==> src/rtl/note_link_pkg.sv <==
`default_nettype none
// ============================================================================
// Module      : note_link_pkg
// Description : Constants and types shared by both ends of the two-wire note
//               link (note_serializer / note_deserializer), so the transmitter
//               and receiver agree on frame width, bit period and gap length.
// Revision    : 1.0 - initial release
// ============================================================================
package note_link_pkg;

  localparam int NOTE_COUNT      = 48;   // bits per frame
  localparam int NOTE_BIT_PERIOD = 128;  // clocks per serial bit
  localparam int NOTE_GAP_BITS   = 2;    // idle bit periods after the last bit
  localparam int FRAME_CNT_W     = 8;    // width of the completed-frame counter

  // Transmitter sequencing states
  typedef enum logic [1:0] {
    ST_IDLE  = 2'd0,
    ST_SHIFT = 2'd1,
    ST_GAP   = 2'd2
  } note_tx_state_e;

endpackage : note_link_pkg
`default_nettype wire

==> src/rtl/note_bit_timer.sv <==
`default_nettype none
// ============================================================================
// Module      : note_bit_timer
// Description : Free-running 0..BIT_PERIOD-1 tick counter used to time one
//               serial bit. Also suitable as the receiver's sample strobe.
// Revision    : 1.0 - initial release
// Ports       : clk          in  system clock
//               rst_n        in  asynchronous active-low reset
//               i_clear      in  force the counter back to 0 (wins over run)
//               i_run        in  advance the counter this cycle
//               o_tick_last  out counter is at BIT_PERIOD-1 (last clock of bit)
// ============================================================================
module note_bit_timer
  import note_link_pkg::*;
#(
  parameter int BIT_PERIOD = NOTE_BIT_PERIOD
) (
  input  logic clk,
  input  logic rst_n,
  input  logic i_clear,
  input  logic i_run,
  output logic o_tick_last
);

  localparam int             TICK_W = (BIT_PERIOD > 1) ? $clog2(BIT_PERIOD) : 1;
  localparam logic [TICK_W-1:0] c_LAST_TICK = TICK_W'(BIT_PERIOD - 1);

  logic [TICK_W-1:0] r_tick;
  logic              w_last;

  assign w_last      = (r_tick == c_LAST_TICK);
  assign o_tick_last = w_last;

  always_ff @(posedge clk or negedge rst_n) begin
    if (!rst_n) begin
      r_tick <= '0;
    end else if (i_clear) begin
      r_tick <= '0;
    end else if (i_run) begin
      // Wrap on the last tick so the next bit starts at 0 without a clear.
      r_tick <= w_last ? '0 : r_tick + TICK_W'(1);
    end
  end

endmodule : note_bit_timer
`default_nettype wire

==> src/rtl/note_serializer.sv <==
`default_nettype none
// ============================================================================
// Module      : note_serializer
// Description : Transmit end of the two-wire note link. Snapshots a
//               NUM_NOTES-wide active-note vector and shifts it out LSB-first,
//               each bit held for BIT_PERIOD clocks, sync high during bit 0,
//               followed by GAP_BITS idle bit periods.
// Revision    : 1.0 - initial release
// Ports       : clk                 in  system clock
//               rst_n               in  asynchronous active-low reset
//               i_enable            in  permit new frames (sampled in IDLE)
//               i_active_in         in  next note vector
//               i_active_valid      in  vector valid (accepted with ready)
//               o_active_ready      out pending buffer empty
//               o_note_serial_sync  out frame marker, high during bit 0
//               o_note_serial_data  out current serial bit
//               o_busy              out frame in progress
//               o_frame_done        out 1-cycle pulse when returning to IDLE
//               o_frame_count       out frames completed (wraps)
// ============================================================================
module note_serializer
  import note_link_pkg::*;
#(
  parameter int NUM_NOTES  = NOTE_COUNT,
  parameter int BIT_PERIOD = NOTE_BIT_PERIOD,
  parameter int GAP_BITS   = NOTE_GAP_BITS,
  parameter int REPEAT     = 1
) (
  input  logic                   clk,
  input  logic                   rst_n,
  input  logic                   i_enable,
  input  logic [NUM_NOTES-1:0]   i_active_in,
  input  logic                   i_active_valid,
  output logic                   o_active_ready,
  output logic                   o_note_serial_sync,
  output logic                   o_note_serial_data,
  output logic                   o_busy,
  output logic                   o_frame_done,
  output logic [FRAME_CNT_W-1:0] o_frame_count
);

  localparam int IDX_W = (NUM_NOTES > 1) ? $clog2(NUM_NOTES) : 1;
  localparam int GAP_W = (GAP_BITS > 1) ? $clog2(GAP_BITS) : 1;
  localparam logic [IDX_W-1:0] c_LAST_IDX  = IDX_W'(NUM_NOTES - 1);
  localparam logic [GAP_W-1:0] c_LAST_GAP  = GAP_W'((GAP_BITS > 0) ? GAP_BITS - 1 : 0);
  localparam logic             c_REPEAT_EN = (REPEAT != 0);

  note_tx_state_e         r_state;
  logic [NUM_NOTES-1:0]   r_pend;
  logic                   r_pend_valid;
  logic [NUM_NOTES-1:0]   r_last;
  logic                   r_loaded;      // a frame has been sent since reset
  logic [NUM_NOTES-1:0]   r_shift;
  logic [IDX_W-1:0]       r_bit_idx;
  logic [GAP_W-1:0]       r_gap_idx;
  logic                   r_sync;
  logic                   r_data;
  logic                   r_frame_done;
  logic [FRAME_CNT_W-1:0] r_frame_count;

  logic                   w_tick_last;
  logic                   w_accept;
  logic                   w_start;
  logic [NUM_NOTES-1:0]   w_start_vec;
  logic [IDX_W-1:0]       w_next_idx;

  assign w_accept    = i_active_valid & ~r_pend_valid;
  assign w_start     = (r_state == ST_IDLE) & i_enable &
                       (r_pend_valid | (c_REPEAT_EN & r_loaded));
  assign w_start_vec = r_pend_valid ? r_pend : r_last;
  assign w_next_idx  = r_bit_idx + IDX_W'(1);

  note_bit_timer #(
    .BIT_PERIOD (BIT_PERIOD)
  ) u_bit_timer (
    .clk         (clk),
    .rst_n       (rst_n),
    .i_clear     (w_start),
    .i_run       (r_state != ST_IDLE),
    .o_tick_last (w_tick_last)
  );

  always_ff @(posedge clk or negedge rst_n) begin
    if (!rst_n) begin
      r_state       <= ST_IDLE;
      r_pend        <= '0;
      r_pend_valid  <= 1'b0;
      r_last        <= '0;
      r_loaded      <= 1'b0;
      r_shift       <= '0;
      r_bit_idx     <= '0;
      r_gap_idx     <= '0;
      r_sync        <= 1'b0;
      r_data        <= 1'b0;
      r_frame_done  <= 1'b0;
      r_frame_count <= '0;
    end else begin
      r_frame_done <= 1'b0;

      if (w_accept) begin
        r_pend       <= i_active_in;
        r_pend_valid <= 1'b1;
      end

      case (r_state)
        ST_IDLE: begin
          if (w_start) begin
            r_state   <= ST_SHIFT;
            r_shift   <= w_start_vec;
            r_last    <= w_start_vec;
            r_loaded  <= 1'b1;
            // Only clear when actually consumed, so a same-cycle accept
            // during a repeat start is not lost.
            if (r_pend_valid) begin
              r_pend_valid <= 1'b0;
            end
            r_bit_idx <= '0;
            r_gap_idx <= '0;
            r_sync    <= 1'b1;
            r_data    <= w_start_vec[0];
          end
        end
        ST_SHIFT: begin
          if (w_tick_last) begin
            r_sync <= 1'b0;
            if (r_bit_idx == c_LAST_IDX) begin
              r_data <= 1'b0;
              if (GAP_BITS == 0) begin
                r_state       <= ST_IDLE;
                r_frame_done  <= 1'b1;
                r_frame_count <= r_frame_count + FRAME_CNT_W'(1);
              end else begin
                r_state <= ST_GAP;
              end
            end else begin
              r_bit_idx <= w_next_idx;
              r_data    <= r_shift[w_next_idx];
            end
          end
        end
        ST_GAP: begin
          if (w_tick_last) begin
            if (r_gap_idx == c_LAST_GAP) begin
              r_state       <= ST_IDLE;
              r_frame_done  <= 1'b1;
              r_frame_count <= r_frame_count + FRAME_CNT_W'(1);
            end else begin
              r_gap_idx <= r_gap_idx + GAP_W'(1);
            end
          end
        end
        default: r_state <= ST_IDLE;
      endcase
    end
  end

  assign o_active_ready     = ~r_pend_valid;
  assign o_note_serial_sync = r_sync;
  assign o_note_serial_data = r_data;
  assign o_busy             = (r_state != ST_IDLE);
  assign o_frame_done       = r_frame_done;
  assign o_frame_count      = r_frame_count;

endmodule : note_serializer
`default_nettype wire
==> config.mk <==
export PLATFORM = sky130hd
export DESIGN_NAME = note_serializer
export DESIGN_NICKNAME = d
export VERILOG_FILES = /design/src/rtl/note_link_pkg.sv /design/src/rtl/note_bit_timer.sv /design/src/rtl/note_serializer.sv
export SDC_FILE = /design/constraint.sdc
export NUM_CORES = 1
export LEC_CHECK = 0
export CAP_MARGIN = 20
export CELL_PAD_IN_SITES_DETAIL_PLACEMENT = 0
export CELL_PAD_IN_SITES_GLOBAL_PLACEMENT = 1
export CORE_UTILIZATION = 42
export CTS_CLUSTER_DIAMETER = 50
export DETAILED_ROUTE_END_ITERATION = 10
export GPL_ROUTABILITY_DRIVEN = 1
export PLACE_DENSITY = 0.78
export SLEW_MARGIN = 20
export SYNTH_ARGS = -nofsm -noshare
export SYNTH_HDL_FRONTEND = slang
export SYNTH_SLANG_ARGS = --single-unit
==> constraint.sdc <==
create_clock -name clk -period 2 [get_ports clk]
set_input_delay 0.2 -clock clk [delete_from_list [all_inputs] [get_ports clk]]
set_output_delay 0.2 -clock clk [all_outputs]
set_load 0.02 [all_outputs]
# Word level (Yosys, flattened, before mapping)
# Cells that the tools add are included.
# totals
wordCells	79
reg_bits	125
output_inout_bits	13
in_bits	52
# classes
bitwise_logic	5
add_sub_neg	4
n_mux	34
eq_ne	10
magnitude_cmp	1
reduce_logical	12
# ops
operator	n
48-bit two-way mux	1
7-bit two-way mux	3
6-bit two-way mux	3
1-bit two-way mux	16
6-bit one-hot mux with 2 select lines	1
3-bit AND reduction	4
2-bit two-way mux	5
8-bit by 1-bit adder with 8-bit output (second input constant)	1
2-bit nonzero test	4
7-bit by 1-bit adder with 7-bit output (second input constant)	1
7-bit equality test (second input constant)	1
6-bit by 7-bit < comparator with 1-bit output (second input constant)	1
6-bit by 1-bit adder with 6-bit output (second input constant)	1
1-bit binary-select mux with 6-bit select	1
6-bit equality test (second input constant)	1
2-bit by 1-bit != test with 1-bit output (second input constant)	3
2-bit != test (second input constant)	3
1-bit one-hot mux with 2 select lines	3
2-bit one-hot mux with 3 select lines	1
5-bit AND reduction	1
4-bit AND reduction	1
1-bit AND	3
2-bit by 1-bit equality test with 1-bit output (second input constant)	1
2-bit equality test (second input constant)	1
5 further kinds	5

# Longest topological paths before layout
# Gate-level depths: netlist (run 1).
# depth
ltp_word	6
depth_mapped	7
depth_no_buf	6

# Cells and area by module
# From an unflattened synthesis (run 1), not the netlist that was laid out.
# hier_totals
cells_unflattened	385
hier_area_um2	5445.2
# modules_own_cells
mod	area_per_inst_um2	seq_area_each_um2	n_inst	cells_each
note_serializer	5077.4	2952.8	1	347
note_bit_timer	367.9	175.2	1	38

# Worst setup path before layout (run 1)
# OpenSTA, ideal clock, no wires.
# synth_timing
path_type	reg-to-reg
startpoint	register r_bit_idx[1]
endpoint	register r_data (netlist: o_note_serial_data)
stages_incl_launch_ff	7
setup_slack_ns	-0.090
required_ns	1.868
arrival_ns	1.958
setup_time_ns	0.132
path_buffers	0
period_less_slack_ns	2.090
cell_sequence	dfrtp_1 ha_1 mux4_1 nor2b_1 a2111oi_0 a211o_1 o32ai_1
# synth_via
elab_chain_cells	6
elab_cells_between_ends	7
cone_classes	add/sub (1); eq/ne (1); mux (5)
# synth_rtl
element	line_no	text
from (decl)	note_serializer.sv:54	logic [IDX_W-1:0] r_bit_idx;
from (signal assigned)	note_serializer.sv:136	r_bit_idx <= w_next_idx;
6-bit by 1-bit adder with 6-bit output	note_serializer.sv:71	assign w_next_idx = r_bit_idx + IDX_W'(1);
1-bit binary-select mux with 6-bit select	note_serializer.sv:137	r_data <= r_shift[w_next_idx];
1-bit two-way mux (implied by the code)	note_serializer.sv:137	
1-bit two-way mux (*)	note_serializer.sv:126	if (r_bit_idx == c_LAST_IDX) begin
1-bit two-way mux (*)	note_serializer.sv:124	if (w_tick_last) begin
1-bit one-hot mux with 2 select lines (*)	note_serializer.sv:105	case (r_state)
to (signal assigned)	note_serializer.sv:120	r_data <= w_start_vec[0];
to (signal assigned)	note_serializer.sv:137	
to (decl)	note_serializer.sv:57	logic r_data;
# Every way passes the cells marked *; elsewhere a longest branch is shown, timed or not. The select of a mux whose other input is x is not followed.
# A chain may end at the register's enable or synchronous reset.

# Worst setup path in the final report (run 1)
# layout_timing
startpoint	register r_bit_idx[0]
endpoint	register r_data (netlist: o_note_serial_data)
# The elaborated chain is that of the path after synthesis.

==> results of run 1 <==
## power by group through the flow
| stage | Combinational [mW] | Sequential [mW] | Clock (mW) |
|---|---|---|---|
| after floorplan | 0.366 | 3.07 | 0 |
| after global placement | 0.548 | 3.16 | 0 |
| after detailed placement | 0.576 | 3.17 | 0 |
| after CTS | 0.579 | 3.12 | 3.51 |
| after global routing | 0.619 | 3.17 | 3.63 |
| final | 0.564 | 3.12 | 3.43 |
## placed cells by master (no fill, tap or decap), drive strengths merged, types with 3 or more instances in the layout
master / synthesis / layout
inv: 6 / 9
clkdlybuf4s50: 0 / 62
nand2b: 3 / 3
clkbuf: 3 / 19
buf: 11 / 19
ha: 3 / 3
nand2: 18 / 18
nor2b: 4 / 4
mux4: 13 / 13
a21oi: 5 / 5
mux2: 97 / 97
xor2: 6 / 6
bufinv: 0 / 6
dfrtp: 125 / 125
nand3: 7 / 7
and3: 5 / 5
o21ai: 11 / 11
nor2: 12 / 12
mux2i: 3 / 3
xnor2: 8 / 8
## per-stage QoR
stage / area, um^2 / setup WS (ns) / utilization, % / total power [mW]
5_1_grt: 7103 / -0.08684 / 57.93 / 7.413
3_5_place_dp: 6360 / -0.05087 / 51.87 / 3.741
6_report: 7103 / -0.02467 / 57.93 / 7.119
2_1_floorplan: 5395 / 0.03097 / - / 3.433
3_3_place_gp: 6360 / -0.03781 / 51.87 / 3.703
4_1_cts: 7051 / 0.003773 / 57.50 / 7.217
## cell type report
type,count,area [um^2]
Clock buffer,19,432.9
Clock inverter,13,235.2
Fill cell,983,5159
Inverter,6,22.52
Multi-Input combinational cell,223,2218
Sequential cell,125,3128
Tap cell,168,210.2
Timing Repair Buffer,83,855.8
## path summary, 6_finish.rpt
kind | cells after the start | from | end
setup / recovery | 6 | r_bit_idx[0]$_DFFE_PN0P_ | o_note_serial_data$_DFFE_PN0P_
hold / removal | 2 | rst_n | o_frame_count[7]$_DFFE_PN0P_
setup reg to reg | 6 | r_bit_idx[0]$_DFFE_PN0P_ | o_note_serial_data$_DFFE_PN0P_
hold reg to reg | 1 | o_frame_count[7]$_DFFE_PN0P_ | o_frame_count[7]$_DFFE_PN0P_
max in group asynchronous | 3 | rst_n | r_shift[45]$_DFFE_PN0P_
min in group clk | 2 | i_active_in[26] | r_pend[26]$_DFFE_PN0P_
## state kept, by name, summed over array words and instances, names as in the netlist, 2 cells and up
signal              count
r_pend                 48
r_state                 2
r_bit_idx               6
u_bit_timer.r_tick      7
r_shift                48
o_frame_count           8
## synthesized netlist by cell type, drive strengths merged, types with 2 or more instances
cell type  count  area, um^2
nand2         18       67.56
dfrtp        125        3128
nor2          12       52.55
nand2b         3       18.77
nand4          2       12.51
mux4          13       315.3
o32ai          2       17.52
ha             3       37.54
clkbuf         3       11.26
mux2i          3       30.03
nand3          7       35.03
xnor2          8       77.58
a21oi          5       25.02
and4           2       17.52
o21ai         11       55.05
a21o           2       15.01
or2            2       12.51
buf           11       67.56
inv            6       22.52
and3           5       36.28
mux2          97        1092
xor2           6       60.06
nor3           2       10.01
o22ai          2       12.51
nor2b          4       25.02
## repair_timing
item                                    4_1_cts  5_1_grt
gates cloned                                  0        0
hold buffers                                  1        0
endpoints found under the setup margin        2        1
pin swaps                                     2        4
hold endpoints to repair                     29        0
resized for setup                             5        9
setup buffers                                 0        2
## cell families after synthesis
| kind of cell | share of synthesized area [%] |
|---|---|
| mux | 26.72 |
| simple gates | 6.116 |
| xor+xnor | 2.558 |
| fa+ha+maj | 0.6977 |
| compound gates | 3.884 |
| flops | 58.14 |
| buf+inv | 1.884 |
## metal layers
layer	global-route usage, %	part of all wire, %
met1	22.28	47
met2	26.27	48
met3	5.430	4.2
met4	5.368	0.91
met5	0	0
==> qor.yml, run 1 <==
fin_crit_ns: 2.025
seqPwrFrac_pct: 43.8
die_h_um: 115.2
start_util_pct: 43.88
switching_share_pct: 20.67
max-slew-margin-rel_pct: 71.08
ys_ff_latch: 125
antenna_found_initial: 0
die_w_um: 115.2
cap_violations: 0
cts_made_buffers: 17
p_sw_mw: 1.471
path_clk_slew_ns: 0.05
drtPass1Iterations: 4
cts_tree: "done"
p_leak_nw: 3.135
dp_hpwl_mm: 6.973
wl_mm: 9.952
ant_nets: 0
clk_latency_ns: 0.41
cp_max_fo: 6
min_path_type: "in -> async"
viasPerCell: 5.100
cp_slowest_stage_delay_ns: 0.54
cp_data_required_time_ns: 2.28
fin_setup_tns_ns: -0.02467
timing_worst_slew_pin_value_ns: 0.4284
grt_pass1_wl_mm: 16.75
rows: 40
drcViolationCount: 0
cp_top_family: "multiplexers"
htreeDepth: 4
pwr_density_cell_mw_per_mm2: 1002
drive_gt1_share_pct: 36.25
root_buffer: "clkbuf_16"
synth_ff_type: "dfrtp_1"
fin_hold_ws_ns: 0.2841
io_pins: 65
die_area_mm2: 0.01327
max_freq_mhz: 493.9
finClkSkew_ns: 0.008168
drv_slew: 0
clock_sinks: 125
fin_cells: 637
final_nets: 511
gp_congestion: 0.8429
synthCells: 368
grt_usage_pct: 16.80
syn_nets: 423
placedCellCount: 602
drt-wirelength-per-cell_um: 15.62
status: "finished with violations"
violations: "setup timing"
yosys_warnings: 0
finalHoldViolCount: 0
grt_start_max_net_pins: 51
vias: 3249
finalWorstSetupSlack_ns: -0.02467
grt_pass1_vias: 3405
cp_slowest_cell: "mux4_1"
p_int_mw: 5.648
globalRouteOverflowTotal: 0
diodes: 0
yosysSeqAreaShare_pct: 58.14
worst-path-buf-inv: 2
cp-start-kind: "flip-flop"
finalSetupViolCount: 1
synth_edf_count: 0
port_buffers: 64
syn_area_mm2: 0.005380
clockBufferDepth: 2
synth-async-reset-ratio_pct: 100.0
ys_types: 47
critPathKind: "reg -> reg"
r2r_slack_ns: -0.02
period_share_pct: 101.2
areaGrowthSynthToFinish_pct: 32.02
peakVddDrop_mv: 0.6517
clockPowerShare_pct: 48.2
avgSynthCellArea_um2: 14.62
drt_iter0_drc: 121
core-area_mm2: 0.01226
crit_chain: "buf_4 -> buf_6 -> mux4_1 -> mux4_2 -> a21oi_2 -> o32ai_1"
pwr-share-comb_pct: 7.9
end_kind: "flip-flop"
critPathArrivalTime_ns: 2.30
rsz0062_at_grt: "yes"
(Power assumes the default switching activity.)
==> run 2: changes to the inputs <==
--- a/config.mk
+++ b/config.mk
@@ -5,7 +5,6 @@
 export SDC_FILE = /design/constraint.sdc
 export NUM_CORES = 1
 export LEC_CHECK = 0
-export CAP_MARGIN = 20
 export CELL_PAD_IN_SITES_DETAIL_PLACEMENT = 0
 export CELL_PAD_IN_SITES_GLOBAL_PLACEMENT = 1
 export CORE_UTILIZATION = 42
==> results of run 2 <==
No change in the layout: final DEF, timing and power equal those of run 1.
==> run 3: changes to the inputs <==
--- a/config.mk
+++ b/config.mk
@@ -11,7 +11,8 @@
 export CTS_CLUSTER_DIAMETER = 50
 export DETAILED_ROUTE_END_ITERATION = 10
 export GPL_ROUTABILITY_DRIVEN = 1
-export PLACE_DENSITY = 0.78
+export MAX_ROUTING_LAYER = met4
+export PLACE_DENSITY = 0.75
 export SLEW_MARGIN = 20
 export SYNTH_ARGS = -nofsm -noshare
 export SYNTH_HDL_FRONTEND = slang
==> constraint.sdc (replaced) <==
create_clock -name clk -period 2.05 [get_ports clk]
set_input_delay 0.205 -clock clk [delete_from_list [all_inputs] [get_ports clk]]
set_output_delay 0.205 -clock clk [all_outputs]
set_load 0.02 [all_outputs]
==> run 3 against run 2 <==
Compared with the run above:
- the run now ends clean
- clock-buffer cell count up 1
- total power down 9.3%
- sequential power down 2%
- clock power down 17%
- critical path depth unchanged
- worst hold slack better by 0.12 ns
- first-iteration DRC count down 11%
- via count up 0.46%
- routed wire length down 0.12%
- die area unchanged
- critical path type unchanged
- critical endpoint unchanged
- largest power group is now sequential cells
==> qor.yml, run 3 (synthesis gave the netlist of run 1 again) <==
layout_commonest_cell: "dfrtp_1"
io_pins: 65  # unchanged
globalRouteOverflowTotal: 0  # unchanged
grt_start_max_net_pins: 126  # +150%
clock_sinks: 125  # unchanged
critPathArrivalTime_ns: 2.28  # -0.02 ns
rsz0062_at_grt: "yes"
drcViolationCount: 0  # unchanged
cap_violations: 0  # unchanged
port_buffers: 64  # unchanged
worst-path-buf-inv: 0  # -2
mostFrequentLayoutCells: "dfrtp_1 (125), mux2_2 (97), clkdlybuf4s50_1 (62)"
cts_tree: "done"
finClkSkew_ns: 0.008534  # +0.0003655 ns
pwr_density_cell_mw_per_mm2: 936.7  # -6.6%
grt_pass1_wl_mm: 17.14  # +2.3%
cp-start-kind: "flip-flop"
diodes: 0  # unchanged
cts_made_buffers: 17  # unchanged
core-area_mm2: 0.01226  # unchanged
drive_gt1_share_pct: 34.41  # -1.8 points
post_cts_buffers: 0  # unchanged
gp_congestion: 0.8874  # +5.3%
start_util_pct: 43.88  # unchanged
fin_hold_ws_ns: 0.4064  # +0.1224 ns
crit_chain: "ha_1 -> mux4_1 -> nor2b_1 -> a2111oi_2 -> a211o_1 -> o32ai_1"
seqPwrFrac_pct: 47.2  # +3.4 points
path_clk_slew_ns: 0.05  # about the same
clockBufferDepth: 2  # unchanged
fin_area_mm2: 0.006890  # -3.0%
p_leak_nw: 3.081  # -1.7%
areaGrowthSynthToFinish_pct: 28.07
period_share_pct: 98.30  # -2.9 points
drt-wirelength-per-cell_um: 15.70  # +0.51%
cp_top_family: "multiplexers"
die_w_um: 115.2  # unchanged
fin_crit_ns: 2.015  # -0.009597 ns
fin_cells: 633  # -0.63%
clk_latency_ns: 0.40  # about the same
finalSetupViolCount: 0  # -1
timing_worst_slew_pin_value_ns: 0.6613  # +0.2330 ns
dp_hpwl_mm: 6.830  # -2.1%
max_freq_mhz: 496.3  # +0.48%
end_kind: "flip-flop"
peakVddDrop_mv: 0.5569  # -15%
wl_mm: 9.940  # -0.12%
final_nets: 508  # -0.59%
cp_data_required_time_ns: 2.32  # +0.04 ns
rows: 40  # unchanged
htreeDepth: 4  # unchanged
ant_nets: 0  # unchanged
viasPerCell: 5.156  # +1.1%
dp_slack_ns: 0.001671  # +0.05254 ns
finalHoldViolCount: 0  # unchanged
switching_share_pct: 22.15  # +1.5 points
dpl_cell_area_mm2: 0.006302  # -0.91%
antenna_found_initial: 0  # unchanged
max-slew-margin-rel_pct: 55.91  # -15 points
finalWorstSetupSlack_ns: 0.03492  # +0.05960 ns
status: "complete, no violations"
root_buffer: "clkbuf_16"
grt_pass1_vias: 3437  # +0.94%
placedCellCount: 601  # -0.17%
p_int_mw: 5.024  # -11%
pwr-share-comb_pct: 8.5  # +0.6 points
cp_slowest_stage_delay_ns: 0.55  # about the same
critPathKind: "reg -> reg"
vias: 3264  # +0.46%
fillers: 1022  # +4.0%
die_h_um: 115.2  # unchanged
multiInputGateArea_mm2: 0.002172  # -2.1%
clockPowerShare_pct: 44.3  # -3.9 points
cp_slowest_cell: "mux4_1"
seqCellArea_mm2: 0.003128  # unchanged
min_path_type: "in -> reg"
die_area_mm2: 0.01327  # unchanged
drv_slew: 0  # unchanged
drtPass1Iterations: 4  # unchanged
cp_max_fo: 2  # -4
drt_iter0_drc: 108  # -11%
p_sw_mw: 1.430  # -2.8%
grt_usage_pct: 17.62  # +0.82 points
power_mw: 6.454  # -9.3%
-- run 3: changes by cell type in the layout (fill, tap and decap cells not counted), sizes merged, moves of 2 or more --
cell    before  now
inv          9    7
buf         19   16
bufinv       6    2
clkinv       2    7
-- run 3: repair_timing --
action                                 4_1_cts  5_1_grt
cloned                                       0        0
hold buffers                                 1        0
endpoints found under the hold margin      125        0
setup endpoints to repair                    1        2
resized for setup                            1        3
-- run 3: layer usage --
metal	share of wire [%]	global-route usage, %
met1	48	23.12
met2	48	26.67
met5	0	-
met3	3.9	4.006
met4	0.74	6.753
-- run 3: layout make-up --
cell class / instances / area share (%)
Timing Repair Buffer: 80 / 11.49
Tap cell: 168 / 3.051
Multi-Input combinational cell: 223 / 31.52
Clock buffer: 20 / 6.483
Inverter: 6 / 0.3269
Sequential cell: 125 / 45.40
Clock inverter: 11 / 1.725
-- run 3: power groups by stage --
| stage | Combinational, mW | Clock, mW | Sequential (mW) |
|---|---|---|---|
| 3_3_place_gp | 0.527 | 0 | 3.08 |
| 2_1_floorplan | 0.357 | 0 | 2.99 |
| 6_report | 0.547 | 2.86 | 3.05 |
| 3_5_place_dp | 0.558 | 0 | 3.10 |
| 5_1_grt | 0.604 | 3.02 | 3.10 |
| 4_1_cts | 0.562 | 2.93 | 3.06 |
-- run 3: path summary, 6_finish.rpt --
path	start	end	slack, ns	depth (start not counted)
hold / removal	i_active_in[1]	r_pend[1]$_DFFE_PN0P_	0.41	2
hold reg to reg	o_frame_count[7]$_DFFE_PN0P_	o_frame_count[7]$_DFFE_PN0P_	0.47	1
setup / recovery	r_bit_idx[0]$_DFFE_PN0P_	o_note_serial_data$_DFFE_PN0P_	0.03	6
setup reg to reg	r_bit_idx[0]$_DFFE_PN0P_	o_note_serial_data$_DFFE_PN0P_	0.03	6
min in group asynchronous	rst_n	o_frame_count[5]$_DFFE_PN0P_	0.44	3
max in group asynchronous	rst_n	r_shift[40]$_DFFE_PN0P_	1.09	3
-- run 3: metrics by stage --
| step | util (%) | TNS [ns] |
|---|---|---|
| after global placement | 51.40 | 0 |
| after CTS | 56.10 | 0 |
| after detailed placement | 51.40 | 0 |
| final | 56.19 | 0 |
| after global routing | 56.19 | -0.1027 |
| after floorplan | - | 0 |
